===== src/rtl/wb_regfile_if.sv =====
// wb_regfile_if: writeback/read bundle between the pipeline and the
// architectural register file. The pipeline side (writeback, decode and
// execute) uses the master modport; the register file uses the slave
// modport.
interface wb_regfile_if;
    logic        we;
    logic [4:0]  waddr;
    logic [31:0] wdata;
    logic        re1;
    logic [4:0]  raddr1;
    logic [31:0] rdata1;
    logic        re2;
    logic [4:0]  raddr2;
    logic [31:0] rdata2;
    logic        whilo;
    logic [31:0] hi_i;
    logic [31:0] lo_i;
    logic [31:0] hi_o;
    logic [31:0] lo_o;

    modport master (
        output we, waddr, wdata,
        output re1, raddr1, re2, raddr2,
        output whilo, hi_i, lo_i,
        input  rdata1, rdata2, hi_o, lo_o
    );

    modport slave (
        input  we, waddr, wdata,
        input  re1, raddr1, re2, raddr2,
        input  whilo, hi_i, lo_i,
        output rdata1, rdata2, hi_o, lo_o
    );
endinterface


===== src/rtl/wb_regfile.sv =====
// wb_regfile: 31 writable 32-bit GPRs (r0 reads as zero) plus HI/LO.
// Writes commit on the rising clock edge. Reads are combinational.
// rst is asynchronous and active-low. While it is low, all state is
// cleared and all outputs read as zero.
// Optional macro WB_BYPASS_EN: reads forward same-cycle write data
// (wdata, hi_i and lo_i). This closes the writeback-to-decode hazard.
module wb_regfile (
    input  logic         clk,
    input  logic         rst,
    wb_regfile_if.slave  bus
);

    logic [31:0] r_gpr [1:31];
    logic [31:0] r_hi;
    logic [31:0] r_lo;

    logic [31:0] w_rdata1;
    logic [31:0] w_rdata2;
    logic [31:0] w_hi;
    logic [31:0] w_lo;

    // Commit GPR and HI/LO writes on the edge. Async clear when rst is low.
    always_ff @(posedge clk or negedge rst) begin
        if (!rst) begin
            for (int i = 1; i < 32; i++) begin
                r_gpr[i] <= '0;
            end
            r_hi <= '0;
            r_lo <= '0;
        end else begin
            if (bus.we && (bus.waddr != 5'd0)) begin
                r_gpr[bus.waddr] <= bus.wdata;
            end
            if (bus.whilo) begin
                r_hi <= bus.hi_i;
                r_lo <= bus.lo_i;
            end
        end
    end

    // Read port 1: reset, disable and r0 force zero, then bypass, then storage.
    always_comb begin
        w_rdata1 = '0;
        if (!rst || !bus.re1 || (bus.raddr1 == 5'd0)) begin
            w_rdata1 = '0;
`ifdef WB_BYPASS_EN
        end else if (bus.we && (bus.waddr == bus.raddr1)) begin
            w_rdata1 = bus.wdata;
`endif
        end else begin
            w_rdata1 = r_gpr[bus.raddr1];
        end
    end

    // Read port 2: same priority as port 1, fully independent of it.
    always_comb begin
        w_rdata2 = '0;
        if (!rst || !bus.re2 || (bus.raddr2 == 5'd0)) begin
            w_rdata2 = '0;
`ifdef WB_BYPASS_EN
        end else if (bus.we && (bus.waddr == bus.raddr2)) begin
            w_rdata2 = bus.wdata;
`endif
        end else begin
            w_rdata2 = r_gpr[bus.raddr2];
        end
    end

    // HI/LO read: zero in reset, otherwise stored (or forwarded) value.
    always_comb begin
        w_hi = '0;
        w_lo = '0;
        if (!rst) begin
            w_hi = '0;
            w_lo = '0;
`ifdef WB_BYPASS_EN
        end else if (bus.whilo) begin
            w_hi = bus.hi_i;
            w_lo = bus.lo_i;
`endif
        end else begin
            w_hi = r_hi;
            w_lo = r_lo;
        end
    end

    assign bus.rdata1 = w_rdata1;
    assign bus.rdata2 = w_rdata2;
    assign bus.hi_o   = w_hi;
    assign bus.lo_o   = w_lo;

endmodule


===== src/flat_wrapper.sv =====
// flat-port wrapper written by rule: the top's interface ports become plain ports
module wb_regfile_flat 
  (clk, rst, bus_we, bus_waddr, bus_wdata, bus_re1, bus_raddr1, bus_re2, bus_raddr2, bus_whilo, bus_hi_i, bus_lo_i, bus_rdata1, bus_rdata2, bus_hi_o, bus_lo_o);
  wb_regfile_if bus_i ();
  input  logic clk;
  input  logic rst;
  input wire logic [$bits(bus_i.we)-1:0] bus_we;
  input wire logic [$bits(bus_i.waddr)-1:0] bus_waddr;
  input wire logic [$bits(bus_i.wdata)-1:0] bus_wdata;
  input wire logic [$bits(bus_i.re1)-1:0] bus_re1;
  input wire logic [$bits(bus_i.raddr1)-1:0] bus_raddr1;
  input wire logic [$bits(bus_i.re2)-1:0] bus_re2;
  input wire logic [$bits(bus_i.raddr2)-1:0] bus_raddr2;
  input wire logic [$bits(bus_i.whilo)-1:0] bus_whilo;
  input wire logic [$bits(bus_i.hi_i)-1:0] bus_hi_i;
  input wire logic [$bits(bus_i.lo_i)-1:0] bus_lo_i;
  output wire logic [$bits(bus_i.rdata1)-1:0] bus_rdata1;
  output wire logic [$bits(bus_i.rdata2)-1:0] bus_rdata2;
  output wire logic [$bits(bus_i.hi_o)-1:0] bus_hi_o;
  output wire logic [$bits(bus_i.lo_o)-1:0] bus_lo_o;
  assign bus_i.we = bus_we;
  assign bus_i.waddr = bus_waddr;
  assign bus_i.wdata = bus_wdata;
  assign bus_i.re1 = bus_re1;
  assign bus_i.raddr1 = bus_raddr1;
  assign bus_i.re2 = bus_re2;
  assign bus_i.raddr2 = bus_raddr2;
  assign bus_i.whilo = bus_whilo;
  assign bus_i.hi_i = bus_hi_i;
  assign bus_i.lo_i = bus_lo_i;
  assign bus_rdata1 = bus_i.rdata1;
  assign bus_rdata2 = bus_i.rdata2;
  assign bus_hi_o = bus_i.hi_o;
  assign bus_lo_o = bus_i.lo_o;
  wb_regfile u_core (.clk(clk), .rst(rst), .bus(bus_i));
endmodule

===== config.mk =====
export PLATFORM = sky130hd
export DESIGN_NAME = wb_regfile_flat
export DESIGN_NICKNAME = d
export VERILOG_FILES = /design/src/rtl/wb_regfile_if.sv /design/src/rtl/wb_regfile.sv /design/src/flat_wrapper.sv
export SDC_FILE = /design/constraint.sdc
export NUM_CORES = 2
export LEC_CHECK = 0
export BUFFER_PORTS_ARGS = -buffer_cell sky130_fd_sc_hd__buf_2
export CAP_MARGIN = 15
export CORE_UTILIZATION = 39
export CTS_BUF_LIST = sky130_fd_sc_hd__clkbuf_16
export DETAILED_ROUTE_END_ITERATION = 8
export PLACE_DENSITY = 0.58
export SYNTH_ARGS = -nofsm -noshare
export SYNTH_HDL_FRONTEND = slang
export SYNTH_SLANG_ARGS = --single-unit

===== constraint.sdc =====
create_clock -name clk -period 2.61 [get_ports clk]
set_clock_uncertainty 0.05 [all_clocks]
set_input_delay 0.3915 -clock clk [delete_from_list [all_inputs] [get_ports clk]]
set_output_delay 0.3915 -clock clk [all_outputs]
set_load 0.01 [all_outputs]

==> summary.md <==
| Metric | Value |
|---|---|
| Outcome | finished with violations |
| Failing checks | negative setup slack |
| VDD IR max | 0.556 mV |
| Top cells by count, synth | mux2_2, dfrtp_1, mux4_2 |
| Fin Hold WS | 141 ps |
| Worst Setup SP | u_core.r_gpr[544] |
| Data required, critical path | 2170 ps |
| Max Fclk | 326 MHz |
| Combinational power share | 21.7% |
| Switching Fraction | 28.0% |
| Hold violation count in the final report | 0 |
| Input/output buffers | 244 |
| Clock-pin slew on the worst setup and hold paths | 60 ps |
| FF-to-FF End | u_core.r_gpr[542] |
| Filler cells | 12500 |
| I/O pin count | 245 |
| Wirelength, routed | 181000 um |
| Avg WL per Cell | 28.9 um |
| Initial antenna violation count | 13 |
| Async set or reset register ratio after synthesis | 100% |
| Largest net degree at the start of global routing | 138 |
| Gr usage total | 25.0% |
| Synth cell types | 36 |
| Maxcap violations | 0 |
| CTS tree | built |
| Seq cells post-synth | 1056 |
| Worst setup path end | bus_rdata2[0] |
| Fin crit period | 3070 ps |
| Mean Syn Cell Area | 14.4 um2 |
| NetSw | 0.0137 W |
| R2R Path Start | u_core.r_gpr[542] |
| # setup viols final | 64 |
| Nets@finish | 4396 |
| Reg power frac | 44.6% |
| Area leader, netlist | dfrtp_1 |
| Relative slew slack | 43.1% |
| Max H-tree Level | 3 |
| Layout cell share with drive strength beyond 1 | 55.8% |
| Synth top area cells | dfrtp_1, mux2_2, mux4_2, mux2i_1, o22ai_1 |
| PD cells | 719 nW/um2 |
| Number of CTS-inserted buffers | 117 |
| Crit path launch type | register |
| Core area | 142000 um2 |
| CTS Buffer Depth | 3 |
| Starting Density | 39.5% |
| DIE WIDTH | 382 um |
| Fin. max-slew vios | 0 |
| Int Power | 0.0351 W |
| Die area | 146000 um2 |
| Fin crit share | 117% |
| Mapped Area | 56200 um2 |
| Congestion Overflow GR | 0 |
| Pre-antenna DRT Iters | 5 |
| CTS Sinks | 1056 |
| Root buffer cell | clkbuf_16 |
| R2R depth | 3 |
| Yosys top cell area share | 47.0% |
| Number of global-route vias before repair | 38900 |
| Chip height | 382 um |
| Final setup margin | -455 ps |
| Crit Path Class | reg -> out |
| Row count | 138 |
| Unrepaired setup endpoints after global routing | true |
| # DRC | 0 |
| Warnings from Yosys | 0 |
| Mapped Cells | 3901 |
| Setup TNS | -18740 ps |
| CP endpoint kind | output pin |
| Total Power | 0.0487 W |
| Worst-Skew Late Latency | 780 ps |
| Sequential share of the synthesized area | 47.0% |
| Worst hold path type | in -> reg |
| Slew @ Worst Pin | 854 ps |
| Mapped Nets | 4018 |
| Slack of the worst reg-to-reg path | 1550 ps |
| CP Data Arrival Time | 2620 ps |
| Number of synthesized flops with an enable pin | 0 |
| Via density | 5.97 |
| Post-DP HPWL | 112000 um |
| Count leader, synth | mux2_2 |
| Placer Congestion | 0.828 |
| Post-DRT Antenna Nets | 0 |
| Leakage Power | 29.9 nW |
| Synth Flop Type | dfrtp_1 |
| Starting DRT DRC Count | 2661 |
| Area Overhead vs Synth | 20.7% |
| First-pass GRT wire length | 269000 um |
| Clock network power share | 33.7% |
| Vias | 37400 |
| Critical path fanouts, max | 3 |
power groups by stage:
| stage | clock [W] | combinational, W | sequential [W] |
|---|---|---|---|
| finish | 0.0164 | 0.0106 | 0.0217 |
| global placement | 0 | 0.00980 | 0.0218 |
| global route | 0.0174 | 0.0113 | 0.0221 |
| CTS | 0.0168 | 0.0105 | 0.0217 |
| detailed placement | 0 | 0.00998 | 0.0219 |
| floorplan | 0 | 0.00736 | 0.0212 |
through the flow:
stage / setup slack, ps / cell area, um2 / util, % / std cells
after floorplan: 171 / 56200 / - / 3901
after global placement: -638 / 62200 / 43.7 / 5994
after detailed placement: -621 / 62200 / 43.7 / 5994
after global routing: -518 / 67800 / 47.6 / 6267
after CTS: -504 / 67500 / 47.5 / 6259
final: -455 / 67800 / 47.6 / 6268
critical path, cell delays in order (launching register included):
cell	delay [ps]
dfrtp_1	390
mux4_2	470
mux4_2	520
nor2_4	120
buf_6	130
nor4_4	60
buf_2	170
layer usage:
| metal | GRT usage (%) | routed length, um | share of wire (%) |
|---|---|---|---|
| met5 | 0 | 47 | 0.026 |
| met1 | 34.5 | 78600 | 43 |
| met4 | 7.39 | 5280 | 2.9 |
| met3 | 4.12 | 10300 | 5.7 |
| met2 | 40.4 | 87200 | 48 |
flip-flops by register name, summed over array words and instances, names as in the netlist:
register / cells
u_core.r_lo: 32
u_core.r_hi: 32
u_core.r_gpr: 992
kinds of logic after synthesis:
family	count (synthesis)	synth area share (%)
muxes	1843	43.2
AOI/OAI and AO/OA	275	3.40
DFF	1056	47.0
and+or+nand+nor	315	2.88
buffers and inverters	412	3.53
final cells by class:
| cell class | count | area, um2 | area share, % |
|---|---|---|---|
| Multi-Input combinational cell | 2433 | 29000 | 42.8 |
| Tap cell | 1890 | 2360 | 3.49 |
| Sequential cell | 1056 | 26400 | 39.0 |
| Inverter | 1 | 3.75 | 0.00554 |
| Timing Repair Buffer | 670 | 6230 | 9.19 |
| Antenna cell | 2 | 5.00 | 0.00738 |
| Clock buffer | 117 | 2930 | 4.32 |
| Clock inverter | 99 | 830 | 1.22 |
layout by cell type, fill, tap and decap left out, drive strengths merged, types with 68 or more instances in the layout:
cell type / instances
buf: 599
clkbuf: 118
o22ai: 128
dlygate4sd3: 69
mux4: 347
mux2i: 328
nor2: 79
mux2: 1168
nor3: 68
dfrtp: 1056
worst min-delay path by stage:
stage | startpoint | cells past startpoint | slack [ps] | to
final | bus_whilo | 2 | 140 | u_core.r_lo[14]
after global routing | bus_whilo | 2 | 140 | u_core.r_lo[29]
after CTS | bus_whilo | 2 | 90 | u_core.r_lo[29]
after detailed placement | u_core.r_lo[23] | 1 | 440 | u_core.r_lo[23]
after global placement | u_core.r_hi[28] | 1 | 430 | u_core.r_hi[28]
after floorplan | rst | 0 | 50 | u_core.r_gpr[0]
what timing repair did:
action	4_1_cts	5_1_grt
setup buffers	13	11
hold endpoints to repair	348	0
pin swaps	94	51
cloned	1	0
gates resized for setup	207	39
endpoints found under the setup margin	64	87
hold buffers	71	0
Note: power is estimated with default switching activity, not from simulation.
